`src/rtl/simon_key_reverse.sv`:
```
// SIMON reverse key schedule: streams round keys k_{T-1} down to k_0 over a valid/ready handshake.
// Optional macro SIMON_KEY_REV_PRELOAD_EN: key_in is the master key and the forward schedule runs first.
module simon_key_reverse #(
    parameter int N = 16,
    parameter int M = 4,
    parameter int T = 32
) (
    input  logic           clk,
    input  logic           reset,
    input  logic           start,
    input  logic [N*M-1:0] key_in,
    output logic [N-1:0]   key_o,
    output logic [6:0]     round_o,
    output logic           key_valid,
    input  logic           key_ready,
    output logic           busy,
    output logic           done
);
    // z sequences, MSB = index 0
    localparam logic [61:0] Z0 = 62'b11111010001001010110000111001101111101000100101011000011100110;
    localparam logic [61:0] Z1 = 62'b10001110111110010011000010110101000111011111001001100001011010;
    localparam logic [61:0] Z2 = 62'b10101111011100000011010010011000101000010001111110010110110011;
    localparam logic [61:0] Z3 = 62'b11011011101011000110010111100000010010001010011100110100001111;
    localparam logic [61:0] Z4 = 62'b11010001111001101011011000100000010111000011001010010011101111;

    function automatic logic [61:0] z_sel(input int n, input int m);
        if (n == 16 && m == 4) return Z0;
        if (n == 24 && m == 3) return Z0;
        if (n == 24 && m == 4) return Z1;
        if (n == 32 && m == 3) return Z2;
        if (n == 32 && m == 4) return Z3;
        if (n == 48 && m == 2) return Z2;
        if (n == 48 && m == 3) return Z3;
        if (n == 64 && m == 2) return Z2;
        if (n == 64 && m == 3) return Z3;
        if (n == 64 && m == 4) return Z4;
        return '0;  // unsupported (N,M) pair
    endfunction

    localparam logic [61:0]  Z = z_sel(N, M);
    localparam logic [N-1:0] C = {{(N-2){1'b1}}, 2'b00};

    localparam logic [1:0] IDLE    = 2'd0;
    localparam logic [1:0] STREAM  = 2'd1;
`ifdef SIMON_KEY_REV_PRELOAD_EN
    localparam logic [1:0] PRELOAD = 2'd2;
`endif

    logic [1:0]   state;
    logic [N-1:0] w [M];
    logic [6:0]   lo;
    logic [6:0]   round;
    logic [N-1:0] inv_t;
    logic [N-1:0] prev_key;

    function automatic logic [N-1:0] ror(input logic [N-1:0] x, input int unsigned r);
        return (x >> r) | (x << (N - r));
    endfunction

    function automatic logic [N-1:0] zterm(input logic [6:0] i);
        logic [6:0] zi;
        logic [5:0] idx;
        zi  = (i < 7'd62) ? i : i - 7'd62;
        idx = 6'(7'd61 - zi);
        return {{(N-1){1'b0}}, Z[idx]};
    endfunction

    // k_{lo-1} from the window k_lo..k_{lo+M-1}
    always_comb begin
        inv_t = ror(w[M-2], 3);
        if (M == 4) inv_t = inv_t ^ w[0];
        inv_t    = inv_t ^ ror(inv_t, 1);
        prev_key = w[M-1] ^ C ^ zterm(lo - 7'd1) ^ inv_t;
    end

`ifdef SIMON_KEY_REV_PRELOAD_EN
    logic [N-1:0] fwd_t;
    logic [N-1:0] next_key;

    // k_{lo+M} from the window k_lo..k_{lo+M-1}
    always_comb begin
        fwd_t = ror(w[M-1], 3);
        if (M == 4) fwd_t = fwd_t ^ w[1];
        fwd_t    = fwd_t ^ ror(fwd_t, 1);
        next_key = w[0] ^ C ^ zterm(lo) ^ fwd_t;
    end
`endif

    always_ff @(posedge clk or posedge reset) begin
        if (reset) begin
            state     <= IDLE;
            lo        <= '0;
            round     <= '0;
            key_valid <= 1'b0;
            busy      <= 1'b0;
            done      <= 1'b0;
            for (int unsigned j = 0; j < M; j++) w[j] <= '0;
        end else begin
            done <= 1'b0;
            case (state)
                IDLE: begin
                    if (start) begin
                        for (int unsigned j = 0; j < M; j++) w[j] <= key_in[N*j +: N];
                        busy <= 1'b1;
`ifdef SIMON_KEY_REV_PRELOAD_EN
                        lo    <= '0;
                        state <= PRELOAD;
`else
                        lo        <= 7'(T - M);
                        round     <= 7'(T - 1);
                        key_valid <= 1'b1;
                        state     <= STREAM;
`endif
                    end
                end
`ifdef SIMON_KEY_REV_PRELOAD_EN
                PRELOAD: begin
                    for (int unsigned j = 0; j + 1 < M; j++) w[j] <= w[j+1];
                    w[M-1] <= next_key;
                    lo     <= lo + 7'd1;
                    if (lo == 7'(T - M - 1)) begin
                        round     <= 7'(T - 1);
                        key_valid <= 1'b1;
                        state     <= STREAM;
                    end
                end
`endif
                STREAM: begin
                    if (key_ready) begin
                        if (round == '0) begin
                            key_valid <= 1'b0;
                            busy      <= 1'b0;
                            done      <= 1'b1;
                            state     <= IDLE;
                        end else begin
                            for (int unsigned j = 1; j < M; j++) w[j] <= w[j-1];
                            // once k_0 is inside the window only the buffered keys drain
                            if (lo != '0) begin
                                w[0] <= prev_key;
                                lo   <= lo - 7'd1;
                            end else begin
                                w[0] <= '0;
                            end
                            round <= round - 7'd1;
                        end
                    end
                end
                default: state <= IDLE;
            endcase
        end
    end

    assign key_o   = w[M-1];
    assign round_o = round;

endmodule

```
`config.mk`:
```
export PLATFORM = sky130hd
export DESIGN_NAME = simon_key_reverse
export DESIGN_NICKNAME = d
export VERILOG_FILES = /design/src/rtl/simon_key_reverse.sv
export SDC_FILE = /design/constraint.sdc
export NUM_CORES = 1
export LEC_CHECK = 0
export ABC_AREA = 1
export CORE_MARGIN = 5
export CORE_UTILIZATION = 55
export DETAILED_ROUTE_END_ITERATION = 12
export PLACE_DENSITY = 0.84
export SLEW_MARGIN = 10
export SYNTH_ARGS = -nofsm -noshare
export SYNTH_HDL_FRONTEND = slang
export SYNTH_SLANG_ARGS = --single-unit
```
`constraint.sdc`:
```
create_clock -name clk -period 8.7 [get_ports clk]
set_input_delay 1.74 -clock clk [delete_from_list [all_inputs] [get_ports clk]]
set_output_delay 1.74 -clock clk [all_outputs]
set_load 0.1 [all_outputs]
```
==> metrics.yaml <==
synthesis:
  synth_enable_flop_cells: 0
  async_flop_share: 1.00
  ys.warnings.count: 0
  synth-seq-cells: 80
  syn-cell-area_mm2: 0.00487
  synth_area_leader_cell: "dfrtp_1"
  yosysMostFrequentCell: "nand2_1"
  syn_avg_cell_area_um2: 7.76
  synth_area_leaders: "dfrtp_1 (41%), nand2_1 (12%), nor2_1 (5.9%), xor2_1 (5.2%), o31ai_1 (4.9%)"
  synthDistinctLibCells: 30
  syn_nets: 703
  synthCells: 628
  synth_top_flop_cell: "dfrtp_1"
  synth_common_cells: "nand2_1 (157), dfrtp_1 (80), nor2_1 (76)"
  yosysSeqAreaShare: 0.411
  netlist.area_leader.share: 0.411
cts:
  clockRootBuffer: "clkbuf_8"
  clockBufferDepth: 2
  clk_latency_ns: 0.34
  cts-buffers-inserted: 9
  h-tree-depth: 3
  cts_tree: "built"
  cts_resized: 0
  cts_setup_buffers: 0
  holdBufCountCts: 0
  clkSinkCount: 80
  path_clk_slew_ns: 0.08
timing:
  min_period_ns: 4.10
  skew_ns: 0.0126
  setup_violations: 0
  fmax_mhz: 244
  setup_tns_ns: 0
  slew_headroom: 0.337
  worst_slew_pin_slew_ns: 0.991
  drv_slew: 0
  rsz0062_at_grt: "false"
  fin_ws_ns: 4.60
  layout_worst_path_cycle_share: 0.471
  hold_viol: 0
floorplan:
  initial_core_util: 0.562
  die_x_um: 104
  core_area_mm2: 0.00868
  die-area_mm2: 0.0108
  rows: 34
  die_y_um: 104
  pin_count: 94
layout:
  area.growth.synth_to_final_pct: 22.8
  nets: 768
  num_antenna_cells: 0
  drive_above_1_share: 0.0673
  finish.utilization: 0.690
global_route:
  grt_overflow_total: 0
  grt_pass1_wl_um: 20700
  grt_pass1_vias: 4389
  antenna_found_initial: 0
  grt_usage: 0.227
  grt_max_degree: 81
detailed_routing:
  viasPerCell: 5.48
  ant_nets: 0
  wl_um: 12200
  drc: 0
  drtPass1Iterations: 5
  wire_per_inst_um: 15.1
  drt_iter0_markers: 287
  dr_total_vias: 4419
worst_hold_path:
  hold_path.class: "reg2reg"
setup_path:
  crit_type: "in2reg"
  arrival_ns: 4.34
  cp_max_fo: 67
  end_kind: "register"
  cp_data_required_time_ns: 8.95
  start_kind: "input pin"
placed_design:
  io_buffer_count: 93
  dpl.hpwl_um: 8800
  place.gp.congestion: 0.853
  dp_slack_ns: 4.32
run:
  max-cap-violations: 0
status:
  status: "complete, no violations"
==> path summary, 6_finish.rpt <==
check | from | end | slack, ns | cells past startpoint
hold reg to reg | w[42]$_DFFE_PP0P_ | w[42]$_DFFE_PP0P_ | 0.49 | 2
hold / removal | w[42]$_DFFE_PP0P_ | w[42]$_DFFE_PP0P_ | 0.49 | 2
setup reg to reg | lo[0]$_DFFE_PP0P_ | w[48]$_DFFE_PP0P_ | 4.96 | 21
setup / recovery | key_ready | w[51]$_DFFE_PP0P_ | 4.60 | 9
max in group asynchronous | reset | busy$_DFFE_PP0P_ | 6.03 | 3
min in group asynchronous | reset | key_o[12]$_DFFE_PP0P_ | 2.01 | 3
==> kinds of logic (layout without fill, tap and decap cells) <==
group	Yosys count	count (layout)	share of synthesized area
buf+inv	96	166	0.0870
flops	80	80	0.411
simple gates	292	292	0.256
fa+ha+maj	7	7	0.0180
xor+xnor	50	50	0.0953
compound gates	103	103	0.133
==> layout by cell type (no fill, tap or decap), types with 2 or more instances in the layout <==
master	Yosys	layout
nor2_1	76	76
a21boi_0	2	2
dfrtp_1	80	79
xor2_1	29	29
nand3_2	2	2
clkbuf_8	0	10
ha_1	7	7
nor2_4	2	2
nor3_1	5	5
nor2_2	2	2
nand2_2	10	10
nand2_1	157	156
xnor2_1	19	19
inv_1	52	51
o211ai_1	17	17
nand2_4	3	4
o21ai_0	46	46
clkinvlp_4	0	3
nand3_1	30	30
buf_4	17	5
clkdlybuf4s50_1	0	93
a21oi_1	4	4
bufinv_16	0	2
o31ai_1	32	32
==> per-layer routing <==
| layer | vias up | GRT usage | wire, um |
|---|---|---|---|
| met3 | 20 | 0.0410 | 686 |
| met5 | - | 0 | 0 |
| met4 | 0 | 0.0786 | 174 |
| met1 | 2097 | 0.295 | 5300 |
| met2 | 157 | 0.382 | 6040 |
| li1 | 2145 | - | - |
==> worst max-delay path, cell delays in order <==
cell and delay (ns):
clkdlybuf4s50_1 0.46, inv_1 0.05, a21oi_1 0.22, nand2_4 0.32, buf_4 0.44, nor2_1 0.60
buf_4 0.32, nand2_1 0.08, o211ai_1 0.10
==> stage by stage <==
step / hold WS, ns / cells / area, um2
floorplan: 0.452 / 628 / 4870
global placement: 0.464 / 790 / 5760
detailed placement: 0.478 / 790 / 5760
CTS: 0.496 / 806 / 5990
global route: 0.521 / 806 / 5990
finish: 0.492 / 806 / 5990
==> sequential cells by signal (all words and copies together) (netlist names) <==
register	cells
busy	1
done	1
key_o	16
lo	7
round_o	7
w	48
==> layout make-up <==
cell class / count / area (um2)
sequential: 80 / 2000
fill: 681 / 2690
clock inverter: 6 / 91.3
multi-input combinational: 452 / 2450
clock buffer: 10 / 138
inverter: 52 / 196
timing repair buffer: 98 / 968
tap: 108 / 135
Power is not shown: default switching activity piles up to over one toggle a cycle in this logic, so the estimate is an artifact.
